`src/rtl/vz_saver.sv`:
```
// vz_saver: reads a Laser310 program out of RAM and streams it as a .vz file (24-byte header + body).
// Build option VZ_SAVER_CKSUM_EN appends a 16-bit wrap-around body checksum, low byte first.
module vz_saver #(
  parameter int          RD_LAT   = 1,
  parameter logic [15:0] MAX_BODY = 16'hFFE7
) (
  input  logic         I_CLK,
  input  logic         I_RST,
  input  logic         start,
  input  logic         mode_mcode,
  input  logic [15:0]  mc_start,
  input  logic [15:0]  mc_end,
  input  logic [127:0] prog_name,
  output logic [15:0]  mem_addr,
  output logic         mem_rd,
  input  logic [7:0]   mem_data,
  output logic [15:0]  out_addr,
  output logic [7:0]   out_data,
  output logic         out_valid,
  input  logic         out_ready,
  output logic         busy,
  output logic         done,
  output logic         error,
  output logic         led
);

  localparam logic [2:0] S_IDLE = 3'd0;
  localparam logic [2:0] S_PTR  = 3'd1;
  localparam logic [2:0] S_CHK  = 3'd2;
  localparam logic [2:0] S_HDR  = 3'd3;
  localparam logic [2:0] S_BODY = 3'd4;
`ifdef VZ_SAVER_CKSUM_EN
  localparam logic [2:0]  S_TRL = 3'd5;
  localparam logic [15:0] LIMIT = MAX_BODY - 16'd2;
`else
  localparam logic [15:0] LIMIT = MAX_BODY;
`endif

  logic [2:0]   state_r;
  logic         mcode_r;
  logic [127:0] name_r;
  logic [15:0]  start_a_r;
  logic [15:0]  end_a_r;
  logic [15:0]  last_addr_r;
  logic [1:0]   ptr_idx_r;
  logic         rd_pend_r;
  logic [2:0]   lat_cnt_r;
  logic [15:0]  out_addr_r;
  logic [7:0]   out_data_r;
  logic         out_valid_r;
  logic         busy_r;
  logic         done_r;
  logic         error_r;
`ifdef VZ_SAVER_CKSUM_EN
  logic [15:0]  sum_r;
`endif

  logic         accept_s;
  logic         rd_done_s;
  logic [15:0]  len_s;
  logic         mem_rd_s;
  logic [15:0]  mem_addr_s;

  function automatic logic [7:0] hdr_byte(input logic [4:0] idx, input logic [127:0] name,
                                          input logic mc, input logic [15:0] sa);
    logic [3:0] ni;
    ni = idx[3:0] - 4'd4;
    case (idx)
      5'd0:    hdr_byte = 8'h56;
      5'd1:    hdr_byte = 8'h5A;
      5'd2:    hdr_byte = 8'h46;
      5'd3:    hdr_byte = 8'h30;
      5'd20:   hdr_byte = 8'h00;
      5'd21:   hdr_byte = mc ? 8'hF1 : 8'hF0;
      5'd22:   hdr_byte = sa[7:0];
      5'd23:   hdr_byte = sa[15:8];
      default: begin
        if (idx >= 5'd4 && idx <= 5'd19) hdr_byte = name[{ni, 3'b000} +: 8];
        else hdr_byte = 8'h00;
      end
    endcase
  endfunction

  function automatic logic [15:0] ptr_addr(input logic [1:0] idx);
    case (idx)
      2'd0:    ptr_addr = 16'h78A4;
      2'd1:    ptr_addr = 16'h78A5;
      2'd2:    ptr_addr = 16'h78F9;
      2'd3:    ptr_addr = 16'h78FA;
      default: ptr_addr = 16'h0000;
    endcase
  endfunction

  assign accept_s  = out_valid_r & out_ready;
  assign rd_done_s = rd_pend_r && (lat_cnt_r == 3'd0);
  assign len_s     = end_a_r - start_a_r;

  // Read issue: the next body read goes out in the same cycle the previous byte is accepted.
  always_comb begin
    mem_rd_s   = 1'b0;
    mem_addr_s = 16'h0000;
    case (state_r)
      S_PTR: begin
        mem_addr_s = ptr_addr(ptr_idx_r);
        if (!rd_pend_r) mem_rd_s = 1'b1;
        else mem_rd_s = 1'b0;
      end
      S_HDR: begin
        mem_addr_s = start_a_r;
        if (accept_s && out_addr_r == 16'd23) mem_rd_s = 1'b1;
        else mem_rd_s = 1'b0;
      end
      S_BODY: begin
        mem_addr_s = start_a_r + out_addr_r - 16'd23;
        if (accept_s && out_addr_r != last_addr_r) mem_rd_s = 1'b1;
        else mem_rd_s = 1'b0;
      end
      default: begin
        mem_rd_s   = 1'b0;
        mem_addr_s = 16'h0000;
      end
    endcase
  end

  // Main sequencer: read latency tracking, bounds check and byte streaming.
  always_ff @(posedge I_CLK) begin
    if (I_RST) begin
      state_r     <= S_IDLE;
      mcode_r     <= 1'b0;
      name_r      <= 128'h0;
      start_a_r   <= 16'h0000;
      end_a_r     <= 16'h0000;
      last_addr_r <= 16'h0000;
      ptr_idx_r   <= 2'd0;
      rd_pend_r   <= 1'b0;
      lat_cnt_r   <= 3'd0;
      out_addr_r  <= 16'h0000;
      out_data_r  <= 8'h00;
      out_valid_r <= 1'b0;
      busy_r      <= 1'b0;
      done_r      <= 1'b0;
      error_r     <= 1'b0;
`ifdef VZ_SAVER_CKSUM_EN
      sum_r       <= 16'h0000;
`endif
    end else begin
      done_r <= 1'b0;
      if (mem_rd_s) begin
        rd_pend_r <= 1'b1;
        lat_cnt_r <= 3'(RD_LAT - 1);
      end else if (rd_pend_r) begin
        if (lat_cnt_r == 3'd0) rd_pend_r <= 1'b0;
        else lat_cnt_r <= lat_cnt_r - 3'd1;
      end
      case (state_r)
        S_IDLE: begin
          if (start) begin
            mcode_r   <= mode_mcode;
            name_r    <= prog_name;
            busy_r    <= 1'b1;
            error_r   <= 1'b0;
            ptr_idx_r <= 2'd0;
`ifdef VZ_SAVER_CKSUM_EN
            sum_r     <= 16'h0000;
`endif
            if (mode_mcode) begin
              start_a_r <= mc_start;
              end_a_r   <= mc_end;
              state_r   <= S_CHK;
            end else begin
              state_r   <= S_PTR;
            end
          end
        end
        S_PTR: begin
          if (rd_done_s) begin
            case (ptr_idx_r)
              2'd0:    start_a_r[7:0]  <= mem_data;
              2'd1:    start_a_r[15:8] <= mem_data;
              2'd2:    end_a_r[7:0]    <= mem_data;
              default: end_a_r[15:8]   <= mem_data;
            endcase
            ptr_idx_r <= ptr_idx_r + 2'd1;
            if (ptr_idx_r == 2'd3) state_r <= S_CHK;
          end
        end
        S_CHK: begin
          if (end_a_r <= start_a_r || len_s > LIMIT) begin
            error_r <= 1'b1;
            busy_r  <= 1'b0;
            state_r <= S_IDLE;
          end else begin
            last_addr_r <= len_s + 16'd23;
            out_addr_r  <= 16'h0000;
            out_data_r  <= 8'h56;
            out_valid_r <= 1'b1;
            state_r     <= S_HDR;
          end
        end
        S_HDR: begin
          if (accept_s) begin
            out_addr_r <= out_addr_r + 16'd1;
            if (out_addr_r == 16'd23) begin
              out_valid_r <= 1'b0;
              state_r     <= S_BODY;
            end else begin
              out_data_r <= hdr_byte(out_addr_r[4:0] + 5'd1, name_r, mcode_r, start_a_r);
            end
          end
        end
        S_BODY: begin
          if (rd_done_s) begin
            out_data_r  <= mem_data;
            out_valid_r <= 1'b1;
`ifdef VZ_SAVER_CKSUM_EN
            sum_r       <= sum_r + {8'h00, mem_data};
`endif
          end else if (accept_s) begin
            if (out_addr_r == last_addr_r) begin
`ifdef VZ_SAVER_CKSUM_EN
              out_addr_r <= out_addr_r + 16'd1;
              out_data_r <= sum_r[7:0];
              state_r    <= S_TRL;
`else
              out_valid_r <= 1'b0;
              out_addr_r  <= 16'h0000;
              out_data_r  <= 8'h00;
              busy_r      <= 1'b0;
              done_r      <= 1'b1;
              state_r     <= S_IDLE;
`endif
            end else begin
              out_valid_r <= 1'b0;
              out_addr_r  <= out_addr_r + 16'd1;
            end
          end
        end
`ifdef VZ_SAVER_CKSUM_EN
        S_TRL: begin
          if (accept_s) begin
            if (out_addr_r == last_addr_r + 16'd1) begin
              out_addr_r <= out_addr_r + 16'd1;
              out_data_r <= sum_r[15:8];
            end else begin
              out_valid_r <= 1'b0;
              out_addr_r  <= 16'h0000;
              out_data_r  <= 8'h00;
              busy_r      <= 1'b0;
              done_r      <= 1'b1;
              state_r     <= S_IDLE;
            end
          end
        end
`endif
        default: begin
          state_r     <= S_IDLE;
          out_valid_r <= 1'b0;
          busy_r      <= 1'b0;
        end
      endcase
    end
  end

  assign mem_rd    = mem_rd_s;
  assign mem_addr  = mem_addr_s;
  assign out_addr  = out_addr_r;
  assign out_data  = out_data_r;
  assign out_valid = out_valid_r;
  assign busy      = busy_r;
  assign done      = done_r;
  assign error     = error_r;
  assign led       = busy_r;

endmodule

```
`config.mk`:
```
export PLATFORM = sky130hd
export DESIGN_NAME = vz_saver
export DESIGN_NICKNAME = d
export VERILOG_FILES = /design/src/rtl/vz_saver.sv
export SDC_FILE = /design/constraint.sdc
export NUM_CORES = 1
export LEC_CHECK = 0
export BUFFER_PORTS_ARGS = -buffer_cell sky130_fd_sc_hd__clkbuf_2
export CAP_MARGIN = 0
export CORE_MARGIN = 2
export CORE_UTILIZATION = 27
export DETAILED_ROUTE_END_ITERATION = 10
export GPL_TIMING_DRIVEN = 1
export PLACE_DENSITY = 0.43
export SETUP_SLACK_MARGIN = 0.2
export SLEW_MARGIN = 25
export SYNTH_ARGS = -nofsm -noshare
export SYNTH_HDL_FRONTEND = slang
export SYNTH_SLANG_ARGS = --single-unit
```
`constraint.sdc`:
```
create_clock -name I_CLK -period 4.1 [get_ports I_CLK]
set_input_delay 0.205 -clock I_CLK [delete_from_list [all_inputs] [get_ports I_CLK]]
set_output_delay 0.205 -clock I_CLK [all_outputs]
set_load 0.05 [all_outputs]
```
======== Yosys cells after proc, flatten, opt, wreduce, memory -nomap -nowiden ========
Index checks and enable logic that the tools add are counted.
operators by class
  shift-type cells ........................ 1
  eq/ne operators ......................... 35
  multiplexer cells ....................... 67
  add/subtract/negate cells ............... 9
  bitwise operators ....................... 7
  reduce and logical (&&, ||, !) cells .... 31
  order comparisons ....................... 4
operators with widths
  kind                   count
  $mux 16                11
  $shiftx 128x8->8       1
  $pmux 16 s3            2
  $mux 8                 11
  $pmux 16 s2            2
  $pmux 16 s4            1
  $pmux 8 s8             1
  $reduce_and 5->1       6
  $ne 2x2->1 const B     13
  $mux 3                 8
  $pmux 8 s3             1
  $eq 5x5->1 const B     4
  $mux 1                 20
  $add 16x1->16 const B  1
  $add 16x16->16         1
  $add 16x5->16 const B  1
  $eq 16x16->1           1
  $eq 16x5->1 const B    1
  $gt 16x16->1 const B   1
  $le 16x16->1           1
  $ne 16x16->1           1
  $sub 16x16->16         1
  $sub 16x5->16 const B  1
  $pmux 3 s5             1
  36 further kinds       62
word-level totals
  bits in registers ....................... 214

======== Logic depth before layout (Yosys ltp) ========
Gate-level depths: netlist (run 1).
  word-level depth ........................ 8
  mapped depth ............................ 16
  depth with buffers taken out ............ 15

======== Least setup slack after synthesis (run 1) ========
No wires, ideal clock.
  path kind ............................... reg-to-output
  start ................................... register out_addr_r[0], in the netlist out_addr[0]
  end ..................................... output mem_addr[13]
  stages on the path, launching flop included .. 15
  setup slack ............................. -0.217 ns
  buffers on the path ..................... 1
  required time ........................... 3.895 ns
  data arrival time ....................... 4.112 ns
  cell sequence ........................... dfxtp_1 clkbuf_1 inv_1 ha_1 inv_1 ha_1 inv_1 fa_1 nor2b_1 o31a_1 o211ai_1 a21oi_1 o31ai_1 xor2_1 o21ai_0
on the way
  longest elaborated chain between the ends .. 3
ends and longest elaborated chain
  element                   RTL line  source
  start: declaration        48        logic [15:0] out_addr_r;
  start signal: assignment  202       out_addr_r <= out_addr_r + 16'd1;
  start signal: assignment  234       out_addr_r <= out_addr_r + 16'd1;
  $add 16x16->16            114       mem_addr_s = start_a_r + out_addr_r - 16'd23;
  $sub 16x5->16             114
  $pmux 16 s3               102       case (state_r)
  end: declaration          14        output logic [15:0] mem_addr,
No other way between the ends.

======== Worst setup path after layout (run 1) ========
  start ................................... register start_a_r[1]
  end ..................................... output mem_addr[15]
on the way
  longest elaborated chain between the ends .. 3
ends and longest elaborated chain
  element                   RTL line  source
  start: declaration        42        logic [15:0] start_a_r;
  start signal: assignment  167       start_a_r <= mc_start;
  start signal: assignment  178       2'd0: start_a_r[7:0] <= mem_data;
  $add 16x16->16            114
  $sub 16x5->16             114
  $pmux 16 s3               102
No other way between the ends.

==> results of run 1 <==
[sequential cells by signal, summed over array words and instances (netlist names)]
signal       count
end_a_r         16
out_data         8
done             1
state_r          3
ptr_idx_r        2
mcode_r          1
last_addr_r     16
rd_pend_r        1
start_a_r       16
out_addr        16
out_valid        1
error            1
name_r         128
busy             1
lat_cnt_r        3
[worst max path at each step]
stage / from / cells past startpoint / to
after global routing: out_addr[0]$_SDFFE_PP0P_ / 16 / mem_addr[15]
after detailed placement: start_a_r[14]$_SDFFE_PP0P_ / 10 / out_addr[4]$_SDFFE_PP0P_
after floorplan: out_addr[0]$_SDFFE_PP0P_ / 14 / mem_addr[13]
after CTS: out_addr[3]$_SDFFE_PP0P_ / 14 / mem_addr[15]
after global placement: start_a_r[1]$_SDFFE_PP0P_ / 11 / out_addr[3]$_SDFFE_PP0P_
final: start_a_r[1]$_SDFFE_PP0P_ / 15 / mem_addr[15]
[power by group through the flow]
stage | Clock [mW] | Sequential, mW | Combinational, mW
5_1_grt | 2.69 | 2.88 | 6.67
3_5_place_dp | 0 | 2.87 | 5.80
2_1_floorplan | 0 | 2.90 | 3.98
6_report | 2.53 | 2.83 | 6.08
4_1_cts | 2.59 | 2.83 | 5.98
3_3_place_gp | 0 | 2.86 | 5.80
[layout by cell type, fill, tap and decap left out, types with 10 or more instances in the layout]
cell | Yosys | layout
a211oi_1 | 47 | 47
a21oi_1 | 217 | 215
clkbuf_16 | 0 | 26
o21ai_0 | 56 | 49
and3_1 | 20 | 19
buf_4 | 1 | 45
mux4_2 | 40 | 40
o22ai_1 | 19 | 19
ha_1 | 62 | 61
nor2_1 | 90 | 90
clkbuf_2 | 0 | 213
xor2_1 | 31 | 30
nor3_1 | 32 | 31
o21a_1 | 10 | 10
inv_1 | 83 | 82
dfxtp_1 | 214 | 212
nor4_1 | 10 | 10
nand2_1 | 308 | 308
nand3_1 | 42 | 41
xnor2_1 | 14 | 14
dlygate4sd3_1 | 0 | 149
[layer usage]
metal  vias up  routed length, um  global-route usage (%)
li1       6136                  -                       -
met1      5985              21300                    26.0
met2       343              24300                    35.6
met3        63               2520                    3.26
met4         2               1110                    4.61
met5         -                 11                       0
[metrics by stage]
step           setup WS [ns]  utilization [%]  instance area [um^2]
6_report               0.271             37.0                 16700
3_5_place_dp           0.347             31.4                 14200
4_1_cts                0.165             36.9                 16700
2_1_floorplan          0.160                -                 12300
5_1_grt               0.0392             37.0                 16700
3_3_place_gp           0.364             31.4                 14200
[cell usage after synthesis, types with 4 or more instances]
cell and number:
o31ai_1 6, ha_1 62, o31a_1 5, or3_1 7, a311oi_1 5, nor4_1 10, xor2_1 31, mux4_2 40
o21a_1 10, buf_1 4, nand2_1 308, dfxtp_1 214, a221oi_1 4, a31oi_1 7, nand2b_1 8, xnor2_1 14
and2_1 6, nor2_1 90, o211ai_1 5, nand3_1 42, a211oi_1 47, buf_2 5, clkbuf_1 84, o22ai_1 19
nor2b_1 5, nor3_1 32, nand4_1 6, and3_1 20, o21ai_0 56, mux2i_1 5, a21o_1 8, buf_6 4
a21oi_1 217, inv_1 83, a22oi_1 8
[kinds of logic (layout without fill, tap and decap cells)]
kind of cell	after synthesis	in the layout	share of synthesized area, %
other	0	1	0
muxes	45	45	7.72
DFF	214	214	34.8
AOI/OAI and AO/OA	433	434	21.7
xor gates and xnor gates	46	46	3.33
adders and majority gates	64	64	6.62
and+or+nand+nor	557	557	19.9
buffers and inverters	182	546	5.96
[final cells by class]
class	count	share of cell area, %
multi-input combinational	1146	44.3
clock inverter	14	1.19
antenna	1	0.0150
tap	600	4.49
timing repair buffer	415	18.0
sequential	214	25.7
inverter	83	1.86
clock buffer	34	4.43
[repair_timing]
item	CTS	global route
pin swaps	9	6
cloned	0	1
hold buffers	149	0
buffers inserted	2	1
gates resized for setup	13	11
endpoints found under the setup margin	5	27
endpoints found under the hold margin	163	0
[critical path: cells and delay by family (launching register included)]
kind                     cells  cell delay [ns]
buffers and inverters        3             0.41
AO/OA/AOI/OAI                7             1.31
adder cells (fa/ha/maj)      3             0.70
multiplexers                 1             0.27
flip-flops                   1             0.31
AND/OR/NAND/NOR              1             0.06
==> out/results.tsv, run 1 <==
stage	metric	value	unit
route	viasPerCell	5.00	
clocking	cts_num_sinks	214	
place	place_congestion	0.906	
clocking	path_clk_slew	0.06	ns
worst_setup_path	cp.arrival	3.62	ns
worst_setup_path	cp_max_fo	5	
power	power_switching	5.16	mW
timing	finalHoldViolCount	0	
final_layout	register_area	4290	um^2
min_path	hold_end	start_a_r[5]$_SDFFE_PP0P_	
clocking	cts_tree	done	
worst_setup_path	crit_top_cell	ha_1	
final_layout	fillers	4724	
worst_setup_path	rrSetupSlack	0.48	ns
clocking	clk_path_buf_depth	3	
clocking	cts-root-buf	clkbuf_16	
route	finalWirelength	49300	um
yosys	synthFlopType	dfxtp_1	
place	dp_hpwl	36200	um
worst_setup_path	required	3.89	ns
yosys	synth-edff-count	0	
final_layout	nets	2123	
power	power_frac_clock	22.1	%
floorplanning	die-area	47400	um^2
timing	worst_pin_slew	0.949	ns
yosys	synth.largest_area_cell	dfxtp_1	
worst_setup_path	slowest_delay	0.31	ns
worst_setup_path	cp-end-kind	primary output	
power	pwr-share-comb	53.2	%
timing	slew_viol_final	0	
floorplanning	boundaryPins	219	
grt	grt_pass1_wl	74500	um
clocking	htree_levels	1	
timing	skew	0.0111	ns
floorplanning	start_util	27.3	%
timing	final.min_clock_period	3.83	ns
final_layout	multi_input_area	7410	um^2
timing	final-setup-viol-count	0	
worst_setup_path	crit_chain	buf_4, ha_1, ha_1, inv_2, fa_2, nor2b_1, o31a_1, o211ai_1, a21oi_2, o31ai_4, mux2i_1, o21ai_1, a21oi_1, a21o_1, clkbuf_8	
yosys	async_flop_share	0	%
worst_setup_path	startpoint_type	flip-flop	
timing	rsz0062_at_grt	yes	
route	ant_nets	0	
grt	grt_max_degree	96	
route	vias	12529	
floorplanning	die_h	218	um
place	portBuffers	218	
floorplanning	die_w	218	um
worst_setup_path	critPathSlowestCell	dfxtp_1	
timing	timing.hold.ws	0.0250	ns
worst_setup_path	r2r_start	start_a_r[0]$_SDFFE_PP0P_	
worst_setup_path	worst_r2r_path_depth	11	
yosys	ys_warn_count	0	
floorplanning	core-area	45200	um^2
yosys	synthCells	1541	
place	dp_cells	2305	
timing	post-route-period-util	93.4	%
min_path	hold_class	in -> reg	
route	drtIter0Drc	735	
min_path	worstHoldPathCells	3	
power	switching_share	45.1	%
worst_setup_path	crit_type	reg -> out	
worst_setup_path	rr_endpoint	out_data[5]$_SDFFE_PP0P_	
final_layout	area_delta_synth_final	35.7	%
power	seq_power_share	24.7	%
status	status	finished, final reports clean	
route	drc_errors	0	
yosys	yosysSeqAreaShare	34.8	%
grt	track_usage	20.3	%
clocking	insertion_delay	0.57	ns
final_layout	drive_gt1_share	20.5	%
power	leakage	6.73	nW
timing	max_freq	261	MHz
yosys	synth.top_cell.area_share	34.8	%
grt	grt.overflow.total	0	
power	power.internal	6.27	mW
power	powerDensity	684	nW/um^2
timing	totalNegativeSetupSlack	0	ns
power	totalPowerFinal	11.4	mW
grt	antenna_found_initial	2	
yosys	synth_cell_types	80	
clocking	numCtsBuffers	26	
route	dr.pass1.iters	7	
timing	slew_headroom	35.1	%
yosys	synth_top_cells_by_area	dfxtp_1, nand2_1, a21oi_1, mux4_2, ha_1	
power	peakVddDrop	0.414	mV
yosys	syn-num-nets	1778	
yosys	syn_area_per_cell	8.00	um^2
route	routedWlPerCell	19.7	um
grt	grt_pass1_vias	12436	
min_path	worstHoldStart	mc_start[5]	
floorplanning	core.rowCount	78	
run	cap_violations	0	
yosys	synthesis.area	12300	um^2
yosys	ys_seq_elements	214	
final_layout	fin_cells	2507	
Note: power is estimated with default switching activity, not from simulation.
==> run 2: changes to the inputs <==
- REMOVE_ABC_BUFFERS: not set -> 1
==> out/results.tsv, run 2 (synthesis results as in run 1) <==
stage	metric	value	unit	change
timing	setup_slack	0.314	ns	was 0.271 ns
power	powerDensity	678	nW/um^2	was 684 nW/um^2
power	power_frac_clock	22.0	%	was 22.1%
floorplanning	boundaryPins	219		unchanged
grt	grt.overflow.total	0		unchanged
clocking	clk_path_buf_depth	3		unchanged
route	drtIter0Drc	764		was 735
grt	grt_pass1_wl	72200	um	was 74500 um
worst_setup_path	cp.arrival	3.58	ns	was 3.62 ns
timing	slew_headroom	37.5	%	was 35.1%
place	pre_cts_ws	0.504	ns	was 0.347 ns
final_layout	drive_gt1_share	20.1	%	was 20.5%
power	pwr-share-comb	52.9	%	was 53.2%
final_layout	nets	2120		was 2123
clocking	cts_num_sinks	214		unchanged
power	peakVddDrop	0.422	mV	was 0.414 mV
timing	slew_viol_final	0		unchanged
worst_setup_path	startpoint_type	flip-flop		unchanged
place	place_congestion	0.960		was 0.906
route	dr.pass1.iters	5		was 7
power	switching_share	45.3	%	was 45.1%
route	ant_nets	0		unchanged
final_layout	largest_reg_flops	128		unchanged
floorplanning	core-area	45200	um^2	unchanged
grt	grt_pass1_vias	12273		was 12436
worst_setup_path	cp-end-kind	primary output		unchanged
place	portBuffers	218		unchanged
route	viasPerCell	4.95		was 5.00
clocking	numCtsBuffers	27		was 26
power	seq_power_share	25.1	%	was 24.7%
status	status	finished, final reports clean		unchanged
grt	track_usage	19.6	%	was 20.3%
timing	timing.hold.ws	0.0160	ns	was 0.0250 ns
run	cap_violations	0		unchanged
worst_setup_path	cp_max_fo	4		was 5
final_layout	final_cell_mix	nand2_1, a21oi_1, clkbuf_2		unchanged
timing	finalHoldViolCount	0		unchanged
power	leakage	6.67	nW	was 6.73 nW
clocking	path_clk_slew	0.06	ns	about the same
timing	post-route-period-util	92.3	%	was 93.4%
final_layout	final_common_cell	nand2_1		unchanged
power	power.internal	6.19	mW	was 6.27 mW
grt	antenna_found_initial	4		was 2
final_layout	regMostFlops	name_r		unchanged
route	drc_errors	0		unchanged
route	finalWirelength	47500	um	was 49300 um
timing	rsz0062_at_grt	yes		unchanged
final_layout	area_delta_synth_final	35.4	%	was 35.7%
grt	grt_max_degree	130		was 96
floorplanning	start_util	27.3	%	unchanged
power	totalPowerFinal	11.3	mW	was 11.4 mW
place	place_area	14100	um^2	was 14200 um^2
timing	final.min_clock_period	3.79	ns	was 3.83 ns
min_path	hold_class	in -> reg		unchanged
clocking	htree_levels	1		unchanged
worst_setup_path	required	3.89	ns	about the same
floorplanning	die-area	47400	um^2	unchanged
clocking	insertion_delay	0.58	ns	was 0.57 ns
place	dp_hpwl	34600	um	was 36200 um
floorplanning	die_h	218	um	unchanged
clocking	cts-root-buf	clkbuf_16		unchanged
timing	final-setup-viol-count	0		unchanged
route	vias	12391		was 12529
route	routedWlPerCell	18.9	um	was 19.7 um
floorplanning	core.rowCount	78		unchanged
timing	skew	0.0225	ns	was 0.0111 ns
worst_setup_path	crit_type	reg -> out		unchanged
final_layout	design_area	16700	um^2	about the same
timing	worst_pin_slew	0.937	ns	was 0.949 ns
clocking	cts_tree	done		unchanged
timing	totalNegativeSetupSlack	0	ns	unchanged
floorplanning	die_w	218	um	unchanged
timing	max_freq	264	MHz	was 261 MHz
power	power_switching	5.13	mW	was 5.16 mW
-- run 2: cell count changes in the layout (fill, tap and decap cells not counted), moves of 2 or more --
cell | before | now
buf_4 | 45 | 36
buf_6 | 2 | 5
clkbuf_1 | 2 | 10
clkinv_2 | 8 | 2
dfxtp_1 | 212 | 208
dfxtp_2 | 0 | 5
dlygate4sd3_1 | 149 | 154
ha_1 | 61 | 57
ha_4 | 0 | 3
inv_1 | 82 | 80
inv_2 | 1 | 3
o21ai_0 | 49 | 53
o21ai_1 | 6 | 4
o21ai_2 | 2 | 0
-- run 2: routing by layer --
metal  up-vias  GRT usage, %  wire (um)
met2       308          33.2      22500
met5         -             0         33
met1      5878          25.3      21200
li1       6136             -          -
met4         4          5.57       1370
met3        65          3.81       2300
-- run 2: worst max-delay path, cell delays in order (launching register included) --
cell	delay (ns)
dfxtp_2	0.32
buf_6	0.13
ha_4	0.21
ha_1	0.28
a21o_1	0.19
a21oi_2	0.17
nor2b_1	0.07
o21a_1	0.21
o41ai_2	0.35
buf_4	0.19
o21ai_1	0.13
o32ai_2	0.40
buf_2	0.34
-- run 2: timing repair --
item / in CTS / in global routing
buffers inserted: 0 / 3
hold buffers: 154 / 0
gates resized for setup: 10 / 27
endpoints found under the setup margin: 5 / 8
pin swaps: 1 / 14
hold endpoints to repair: 154 / 0
-- run 2: power by group through the flow --
stage                     combinational [mW]  sequential [mW]  clock [mW]
final                                   5.99             2.84        2.49
after global routing                    6.56             2.89        2.63
after detailed placement                5.76             2.88           0
after floorplan                         3.83             2.93           0
after CTS                               5.95             2.84        2.56
after global placement                  5.79             2.87           0
-- run 2: worst paths after layout --
check | from | endpoint | slack [ns] | depth (start not counted)
setup / recovery | start_a_r[2]$_SDFFE_PP0P_ | mem_addr[10] | 0.31 | 12
hold / removal | mc_start[3] | start_a_r[3]$_SDFFE_PP0P_ | 0.02 | 3
setup reg to reg | start_a_r[8]$_SDFFE_PP0P_ | out_data[4]$_SDFFE_PP0P_ | 0.50 | 11
hold reg to reg | name_r[31]$_SDFFE_PP0P_ | name_r[31]$_SDFFE_PP0P_ | 0.45 | 2
-- run 2: area by class of cell --
type | instances | area (um^2)
multi-input combinational | 1145 | 7410
inverter | 83 | 312
clock buffer | 43 | 796
sequential | 214 | 4290
timing repair buffer | 412 | 3000
clock inverter | 6 | 120
tap | 600 | 751
fill | 4713 | 28500
antenna | 2 | 5.00
-- run 2: per-stage QoR --
step / instances / utilization [%]
after floorplan: 1442 / -
after global placement: 2297 / 31.2
after detailed placement: 2297 / 31.2
after CTS: 2500 / 36.7
after global routing: 2505 / 36.9
final: 2505 / 36.9
